===== src/rtl/sum_to_bcd.sv =====
// Serial binary-to-BCD converter (shift-and-add-3) for small adder sums.
// Accepts one value at a time and presents the two BCD digits until consumed.
module sum_to_bcd #(
  parameter int IN_W = 5
) (
  input  logic            CLK,
  input  logic            RST_N,
  input  logic [IN_W-1:0] SUM,
  input  logic            IN_VALID,
  output logic            IN_READY,
  output logic            OUT_VALID,
  input  logic            OUT_READY,
  output logic [3:0]      TENS,
  output logic [3:0]      ONES,
  output logic            BUSY
);

  localparam int CNT_W = 3;

  typedef enum logic [1:0] {
    IDLE,
    SHIFT,
    DONE
  } state_t;

  state_t state;
  state_t state_next;

  logic [IN_W-1:0]  bin_q;
  logic [3:0]       tens_q;
  logic [3:0]       ones_q;
  logic [CNT_W-1:0] count_q;
  logic             rst_done_q;

  logic             accept;
  logic             last_shift;
  logic [2:0]       tens_adj;
  logic [3:0]       ones_adj;
  logic [3:0]       tens_shift;
  logic [3:0]       ones_shift;
  logic [IN_W-1:0]  bin_shift;

  function automatic logic [3:0] add3(input logic [3:0] d);
    return (d >= 4'd5) ? d + 4'd3 : d;
  endfunction

  // With at most 63 the tens digit never exceeds 6, so its top bit never shifts out.
  always_comb begin
    tens_adj = 3'(add3(tens_q));
    ones_adj = add3(ones_q);
    {tens_shift, ones_shift, bin_shift} = {tens_adj, ones_adj, bin_q, 1'b0};
  end

  assign IN_READY   = (state == IDLE) && rst_done_q && RST_N;
  assign BUSY       = (state == SHIFT);
  assign OUT_VALID  = (state == DONE);
  assign accept     = IN_VALID && IN_READY;
  assign last_shift = (state == SHIFT) && (count_q == CNT_W'(1));

  always_ff @(posedge CLK) begin
    if (!RST_N) begin
      state <= IDLE;
    end else begin
      state <= state_next;
    end
  end

  always_comb begin
    state_next = state;
    case (state)
      IDLE:    if (accept) state_next = SHIFT;
      SHIFT:   if (last_shift) state_next = DONE;
      DONE:    if (OUT_READY) state_next = IDLE;
      default: state_next = IDLE;
    endcase
  end

  // Result digits are only loaded on the final shift, so they hold through IDLE/SHIFT.
  always_ff @(posedge CLK) begin
    if (!RST_N) begin
      bin_q      <= '0;
      tens_q     <= '0;
      ones_q     <= '0;
      count_q    <= '0;
      TENS       <= '0;
      ONES       <= '0;
      rst_done_q <= 1'b0;
    end else begin
      rst_done_q <= 1'b1;
      if (accept) begin
        bin_q   <= SUM;
        tens_q  <= '0;
        ones_q  <= '0;
        count_q <= CNT_W'(IN_W);
      end else if (state == SHIFT) begin
        bin_q   <= bin_shift;
        tens_q  <= tens_shift;
        ones_q  <= ones_shift;
        count_q <= count_q - CNT_W'(1);
        if (last_shift) begin
          TENS <= tens_shift;
          ONES <= ones_shift;
        end
      end
    end
  end

  a_digits_bcd: assert property (@(posedge CLK) disable iff (!RST_N)
    OUT_VALID |-> (TENS <= 4'd9 && ONES <= 4'd9));

  a_hold_result: assert property (@(posedge CLK) disable iff (!RST_N)
    (OUT_VALID && !OUT_READY) |=> (OUT_VALID && $stable(TENS) && $stable(ONES)));

endmodule


===== config.mk =====
export PLATFORM = sky130hd
export DESIGN_NAME = sum_to_bcd
export DESIGN_NICKNAME = d
export VERILOG_FILES = /design/src/rtl/sum_to_bcd.sv
export SDC_FILE = /design/constraint.sdc
export NUM_CORES = 1
export LEC_CHECK = 0
export CORE_MARGIN = 5
export CORE_UTILIZATION = 24
export CTS_CLUSTER_DIAMETER = 150
export CTS_CLUSTER_SIZE = 16
export DETAILED_ROUTE_END_ITERATION = 16
export GPL_TIMING_DRIVEN = 0
export REMOVE_ABC_BUFFERS = 1
export SLEW_MARGIN = 20
export SYNTH_ARGS = -nofsm -noshare
export SYNTH_HDL_FRONTEND = slang
export SYNTH_SLANG_ARGS = --single-unit

===== constraint.sdc =====
create_clock -name CLK -period 1.88 [get_ports CLK]
set_input_delay 0.376 -clock CLK [delete_from_list [all_inputs] [get_ports CLK]]
set_output_delay 0.376 -clock CLK [all_outputs]
set_load 0.02 [all_outputs]

# Yosys cells after proc, flatten, opt, wreduce, memory -nomap -nowiden
# Index checks and enable logic that the tools add are counted.
totals:
  romBits: 0
  word_cells: 42
  regBits: 27
  latch_bits: 0
  mem_bits_rw: 0
  output_inout_bits: 11
  memories: 0
  input_bits: 9
op_classes:
  magnitude_cmp: 2
  div_mod_pow: 0
  n_mux: 11
  addsub: 3
  shifts: 0
  n_eq_ne: 6
  multipliers: 0
  n_reduce_logical: 9
  bitwise_logic: 2
op_table:
  columns: ["op", "count"]
  rows:
  - ["$mux 5", 2]
  - ["$mux 3", 3]
  - ["$ge 4x3->1 const B", 2]
  - ["$mux 2", 3]
  - ["$pmux 2 s3", 1]
  - ["$reduce_and 3->1", 2]
  - ["$add 4x2->4 const B", 1]
  - ["$logic_and 1x1->1", 4]
  - ["$mux 4", 1]
  - ["$ne 2x1->1 const B", 2]
  - ["$add 3x2->3 const B", 1]
  - ["$eq 3x1->1 const B", 1]
  - ["$sub 3x1->3 const B", 1]
  - ["$eq 2x1->1 const B", 1]
  - ["$eq 2x2->1 const B", 1]
  - ["$logic_not 2->1", 1]
  - ["$ne 2x2->1 const B", 1]
  - ["$not 1->1", 2]
  - ["$reduce_bool 2->1", 1]
  - ["$reduce_or 2->1", 1]
  - ["$mux 1", 1]

# Depth between registers and ports, before layout
# Gate-level depths: netlist of run 1.
logic_depth:
  ltp_word: 6
  ltp_mapped: 6
  ltp_nobuf: 6

# Least setup slack after synthesis of run 1
# OpenSTA, ideal clock, no wires.
synth_timing:
  path_kind: "reg2reg"
  start: "register tens_q[0]"
  end: "register tens_q[2]"
  n_path_buf: 0
  period_less_slack_ns: 1.474
  arrival_time_ns: 1.399
  setup_slack_ns: 0.406
  path_stages_with_launch: 7
  required_time_ns: 1.805
  setup_time_ns: 0.075
  path_cell_list: "dfxtp_1 -> inv_1 -> ha_1 -> nand2b_1 -> a21oi_1 -> mux2_2 -> o22ai_1"
synth_via:
  elab_chain_len: 2
  word_cells_on_any_way: 3
  cone_classes: "1 x add/sub; 1 x order compare; 1 x mux"
synth_lines:
  columns: ["item", "line_no", "source"]
  rows:
  - ["start, declared", "30", "logic [3:0] tens_q;"]
  - ["start signal, assigned", "97", "tens_q <= tens_shift;"]
  - ["$ge 4x3->1 / $add 3x2->3 (equally long branches)", "44", "return (d >= 4'd5) ? d + 4'd3 : d;"]
  - ["$mux 3 *", "44", null]
# Every way passes the cells marked *; elsewhere a longest branch is shown, timed or not.
# A chain may end at the register's enable or synchronous reset.

# Final worst setup path of run 1
layout_timing:
  start: "register state[1]"
  end: "output port BUSY"
layout_via:
  elab_chain_len: 1
layout_lines:
  columns: ["item", "line_no", "source"]
  rows:
  - ["start, declared", "26", "state_t state;"]
  - ["start signal, assigned", "64", "state <= state_next;"]
  - ["$eq 2x1->1", "55", "assign BUSY = (state == SHIFT);"]
  - ["end, declared", "15", "output logic BUSY"]
# No other way between the ends.

==> out/metrics.yaml, run 1 <==
leakage_uw: 0.000579
critPathKind: "flip-flop to output pin"
clock_sinks: 27
io_pins: 20
fp.dieW_um: 82.6
worst_ep_arrival_time_ns: 1.38
syn_avg_cell_area_um2: 8.60
clock.fmax_mhz: 570
row_count: 26
seq_area_frac_synth: 0.428
drtIter0Drc: 31
routed_wl_um: 2530
r2r_start: "tens_q[0]$_SDFFE_PP0P_"
root_buffer: "clkbuf_8"
drc: 0
worst_slack_ns: 0.126
overflow: 0
ys_async_sr_fraction: 0
setup_tns_ns: 0
place_ws_ns: -0.590
cts.htree.levels: 1
synth_top_flop_cell: "dfxtp_1"
hold_path_depth: 1
r2r_cells: 6
synth_enable_flop_cells: 0
grt_usage: 0.0806
nets: 185
cts.path.max_buffers: 2
ys_seq_elements: 27
cts_buffers: 3
synth_top_area_frac: 0.428
status: "finished clean"
slew_headroom: 0.667
ir_drop_uv: 351
drt_first_pass_iters: 4
final.setup_skew_ns: 0.00534
rsz0062_at_grt: "false"
clk-insertion-delay-late_ns: 0.27
crit_path_max_fanout: 18
min_path_type: "flip-flop to flip-flop"
synth_area_um2: 1260
worst_pin_slew_ns: 0.498
chipHeight_um: 82.6
synthCells: 147
min_from: "state[1]$_SDFFE_PN0P_"
antenna_found_initial: 0
dieArea_um2: 6820
whs_endpoint: "state[0]$_SDFFE_PN0P_"
slew_violations: 0
r2r_end: "tens_q[2]$_SDFFE_PP0P_"
drive_above_1_share: 0.112
yosysWarnings: 0
area_growth_pct: 27.0
grt_pass1_wl_um: 4300
holdBufCountCts: 0
crit_path_end_kind: "output pin"
grt_start_max_net_pins: 19
finalCritPeriodShare: 0.933
cts_tree: "yes"
postLayoutCoreUtil: 0.314
post-dp-hpwl_um: 1740
synthTopCellsByArea: "dfxtp_1 43%, a21oi_1 6.7%, ha_1 5.9%"
avgRoutedWirePerCell_um: 10.6
place_congestion: 0.747
vias: 1060
worstSetupStartpointType: "flip-flop"
r2r_slack_ns: 0.18
cp_data_required_time_ns: 1.50
antenna_left: 0
start_util: 0.247
synth.distinct_cells: 36
numPortBuffers: 19
clk_pin_slew_worst_paths_ns: 0.09
synth_largest_area_cell: "dfxtp_1"
power_density_nw_per_um2: 677
finalWorstPathRequiredPeriod_ns: 1.75
hold_violations: 0
setup_viol: 0
grt_pass1_vias: 943
maxCapViolations: 0
antennaDiodeCount: 0
crit_start: "state[1]$_SDFFE_PN0P_"
via_per_inst: 4.44
core-area_um2: 5110
-- worst max-delay path by stage --
stage	endpoint	slack, ns	depth (start not counted)
floorplan	tens_q[2]$_SDFFE_PP0P_	0.41	6
global placement	IN_READY	-0.57	3
detailed placement	IN_READY	-0.59	3
CTS	OUT_VALID	0.009	2
global route	BUSY	0.03	3
finish	BUSY	0.13	3
-- registers in the layout, summed over array words and instances, names as in the netlist --
register	cells
tens_q	4
ONES	4
count_q	3
state	2
rst_done_q	1
bin_q	5
ones_q	4
TENS	4
-- where the power goes --
part           total (uW)  switching [uW]  internal (uW)
clock network         325             176            148
registers             611            17.7            594
logic                 150            82.7           67.2
-- metal layers --
layer / GRT usage / vias up / share of wire
met3: 0.0293 / 2 / 0.062
met1: 0.105 / 479 / 0.48
met2: 0.127 / 19 / 0.45
li1: - / 560 / -
met5: 0 / - / 0
met4: 0.0196 / 0 / 0.0032
-- area by class of cell --
type / count / area (um2)
Fill cell: 551 / 3500
Multi-Input combinational cell: 103 / 638
Sequential cell: 27 / 542
Timing Repair Buffer: 25 / 249
Tap cell: 70 / 87.6
Inverter: 10 / 42.5
Clock buffer: 3 / 41.3
Clock inverter: 1 / 5.00
-- layout by cell type (no fill, tap or decap), drive strengths merged, types with 2 or more instances in the layout --
cell	n
inv	9
o21ai	6
o22ai	6
clkbuf	3
buf	6
a21oi	17
nand2b	3
a211oi	2
ha	6
nand2	20
dlygate4sd2	2
nor2	12
mux2	2
nand4	2
nand3	6
nor3b	4
clkinv	2
a311oi	4
clkdlybuf4s50	15
xnor2	2
dfxtp	27
-- critical path, stage by stage (launching register included) --
cell	delay (ns)
dfxtp_1	0.34
nand2b_4	0.24
inv_6	0.17
dlygate4sd2_1	0.35
-- cells in the mapped netlist, drive strengths merged, types with 2 or more instances --
library cell,instances
dfxtp,27
nand2,20
a21oi,17
nor2,12
inv,9
buf,6
ha,6
nand3,6
o21ai,6
o22ai,6
a311oi,4
nor3b,4
nand2b,3
a211oi,2
mux2,2
nand4,2
xnor2,2
-- stage by stage --
| stage | hold WS, ns | power, uW | area [um2] | cells |
|---|---|---|---|---|
| floorplan | 0.404 | 710 | 1220 | 140 |
| global placement | 0.454 | 767 | 1490 | 229 |
| detailed placement | 0.459 | 768 | 1490 | 229 |
| CTS | 0.477 | 1100 | 1540 | 233 |
| global route | 0.486 | 1150 | 1610 | 239 |
| finish | 0.466 | 1090 | 1610 | 239 |
-- what timing repair did --
action / in CTS / in global routing
gates resized for setup: 6 / 3
pin swaps: 0 / 1
setup endpoints to repair: 7 / 3
setup buffers: 0 / 6
-- logic make-up after synthesis --
| group | Yosys count | synth area share |
|---|---|---|
| fa+ha+maj | 6 | 0.0594 |
| buf+inv | 17 | 0.0673 |
| xor+xnor | 3 | 0.0208 |
| simple gates | 52 | 0.210 |
| flops | 27 | 0.428 |
| compound gates | 39 | 0.189 |
| mux | 3 | 0.0257 |
No activity file was read; power rests on OpenSTA's default activity.
==> run 2: changes to the inputs <==
--- a/config.mk
+++ b/config.mk
@@ -12,6 +12,7 @@
 export DETAILED_ROUTE_END_ITERATION = 16
 export GPL_TIMING_DRIVEN = 0
 export REMOVE_ABC_BUFFERS = 1
+export SKIP_CTS_REPAIR_TIMING = 1
 export SLEW_MARGIN = 20
 export SYNTH_ARGS = -nofsm -noshare
 export SYNTH_HDL_FRONTEND = slang
==> constraint.sdc (replaced) <==
create_clock -name CLK -period 1.75 [get_ports CLK]
set_input_delay 0.35 -clock CLK [delete_from_list [all_inputs] [get_ports CLK]]
set_output_delay 0.35 -clock CLK [all_outputs]
set_load 0.02 [all_outputs]
==> run 2 against run 1 <==
Compared with the run above: via count decreased by 1.1%; critical path depth increased by 3; sequential power increased by 7.5%; count of clock-buffer cells in the layout unchanged; largest power group unchanged; first-iteration DRC count increased by 32%.
==> out/metrics.yaml, run 2 (synthesized netlist as in run 1, its figures left out) <==
status: "finished clean"
layout_common_cells: "26 x dfxtp_1, 20 x nand2_1, 15 x a21oi_1, 15 x clkdlybuf4s50_1, 12 x nor2_1"
ir_drop_uv: 350
fillCellCount: 551
overflow: 0
avgRoutedWirePerCell_um: 10.8
top_register: "bin_q"
grt_pass1_wl_um: 4290
worst_slack_ns: 0.105
area_growth_pct: 27.7
cts_tree: "yes"
cp_cell_sequence: "inv_1, ha_1, nand2b_1, a21oi_2, mux2_2, o22ai_1"
slew_headroom: 0.660
crit_path_end_kind: "flip-flop"
nets: 185
start_util: 0.247
dieArea_um2: 6820
clock_sinks: 27
root_buffer: "clkbuf_8"
critPathKind: "flip-flop to flip-flop"
finalCritPeriodShare: 0.940
r2r_end: "tens_q[2]$_SDFFE_PP0P_"
vias: 1048
final_common_cell: "dfxtp_1"
io_pins: 20
rsz0062_at_grt: "false"
drive_above_1_share: 0.124
worstSetupStartpointType: "flip-flop"
topRoutingLayerUsed: "met4"
worst_pin_slew_ns: 0.508
crit_path_max_fanout: 5
row_count: 26
r2r_cells: 6
power_density_nw_per_um2: 725
worst_ep_arrival_time_ns: 1.84
met1_length_um: 1240
antenna_found_initial: 0
cp_slowest_cell: "mux2_2"
cp_num_buf_inv: 1
finalWorstPathRequiredPeriod_ns: 1.64
endpoint: "tens_q[2]$_SDFFE_PP0P_"
fp.dieW_um: 82.6
chipHeight_um: 82.6
post-dp-hpwl_um: 1740
drc: 0
slew_violations: 0
drt_first_pass_iters: 4
crit_start: "tens_q[0]$_SDFFE_PP0P_"
routed_wl_um: 2570
clk_pin_slew_worst_paths_ns: 0.09
grt_start_max_net_pins: 19
place_ws_ns: -0.685
core-area_um2: 5110
antenna_left: 0
wl_met2_um: 1170
cts.path.max_buffers: 2
final.setup_skew_ns: 0.00507
via_per_inst: 4.38
r2r_start: "tens_q[0]$_SDFFE_PP0P_"
grt_pass1_vias: 941
grt_usage: 0.0806
cts.htree.levels: 1
setup_viol: 0
cpPeakStageDelay_ns: 0.37
met3_length_um: 148
drtIter0Drc: 41
cts_buffers: 3
hold_violations: 0
min_path_type: "primary input to flip-flop"
maxCapViolations: 0
numPortBuffers: 19
clock.fmax_mhz: 608
r2r_slack_ns: 0.11
cp_top_family: "multiplexers"
clk-insertion-delay-late_ns: 0.27
path_depth: 6
postLayoutCoreUtil: 0.316
largest_reg_flops: 5
antennaDiodeCount: 0
place_congestion: 0.747
cp_data_required_time_ns: 1.95
leakage_uw: 0.000603
## run 2: how the worst min path moves through the flow
stage                                     start               endpoint  slack, ns  cells after the start
final                                     RST_N     rst_done_q$_DFF_P_       0.42                      1
after floorplan                           RST_N     rst_done_q$_DFF_P_       0.38                      0
after detailed placement  state[1]$_SDFFE_PN0P_  state[0]$_SDFFE_PN0P_       0.46                      1
after global routing                      RST_N     rst_done_q$_DFF_P_       0.44                      1
after CTS                 state[1]$_SDFFE_PN0P_  state[0]$_SDFFE_PN0P_       0.48                      1
after global placement     TENS[2]$_SDFFE_PN0P_   TENS[2]$_SDFFE_PN0P_       0.45                      2
## run 2: where the power goes
part / total, uW / internal, uW / switching (uW) / leakage (uW)
logic: 164 / 73.1 / 90.7 / 0.000358
registers: 657 / 638 / 19.2 / 0.000220
clock network: 349 / 159 / 190 / 0.0000255
## run 2: per-stage QoR
stage,power [uW],std cells,setup TNS [ns],hold slack [ns],area (um2)
2_1_floorplan,763,140,0,0.378,1220
3_3_place_gp,824,229,-5.32,0.454,1490
3_5_place_dp,825,229,-5.86,0.459,1490
4_1_cts,1180,233,-2.39,0.477,1540
5_1_grt,1240,239,0,0.439,1610
6_report,1170,239,0,0.424,1610
## run 2: metal layers
layer  vias to the layer above  GRT usage
met5                         -          0
met4                         0     0.0196
met3                         2     0.0293
met2                        19      0.127
met1                       467      0.105
li1                        560          -
## run 2: area by class of cell
type / instances / area [um2] / area share
Inverter: 10 / 42.5 / 0.0264
Tap cell: 70 / 87.6 / 0.0543
Multi-Input combinational cell: 103 / 646 / 0.400
Sequential cell: 27 / 542 / 0.336
Timing Repair Buffer: 25 / 250 / 0.155
Clock buffer: 3 / 41.3 / 0.0256
Clock inverter: 1 / 5.00 / 0.00310
## run 2: worst register-to-register path, delay by kind of cell, from the launching register on
kind / cells / cell delay, ns
AOI/OAI and AO/OA: 2 / 0.31
adders and majority gates: 1 / 0.27
buffers and inverters: 1 / 0.14
DFF: 1 / 0.35
muxes: 1 / 0.37
and+or+nand+nor: 1 / 0.13
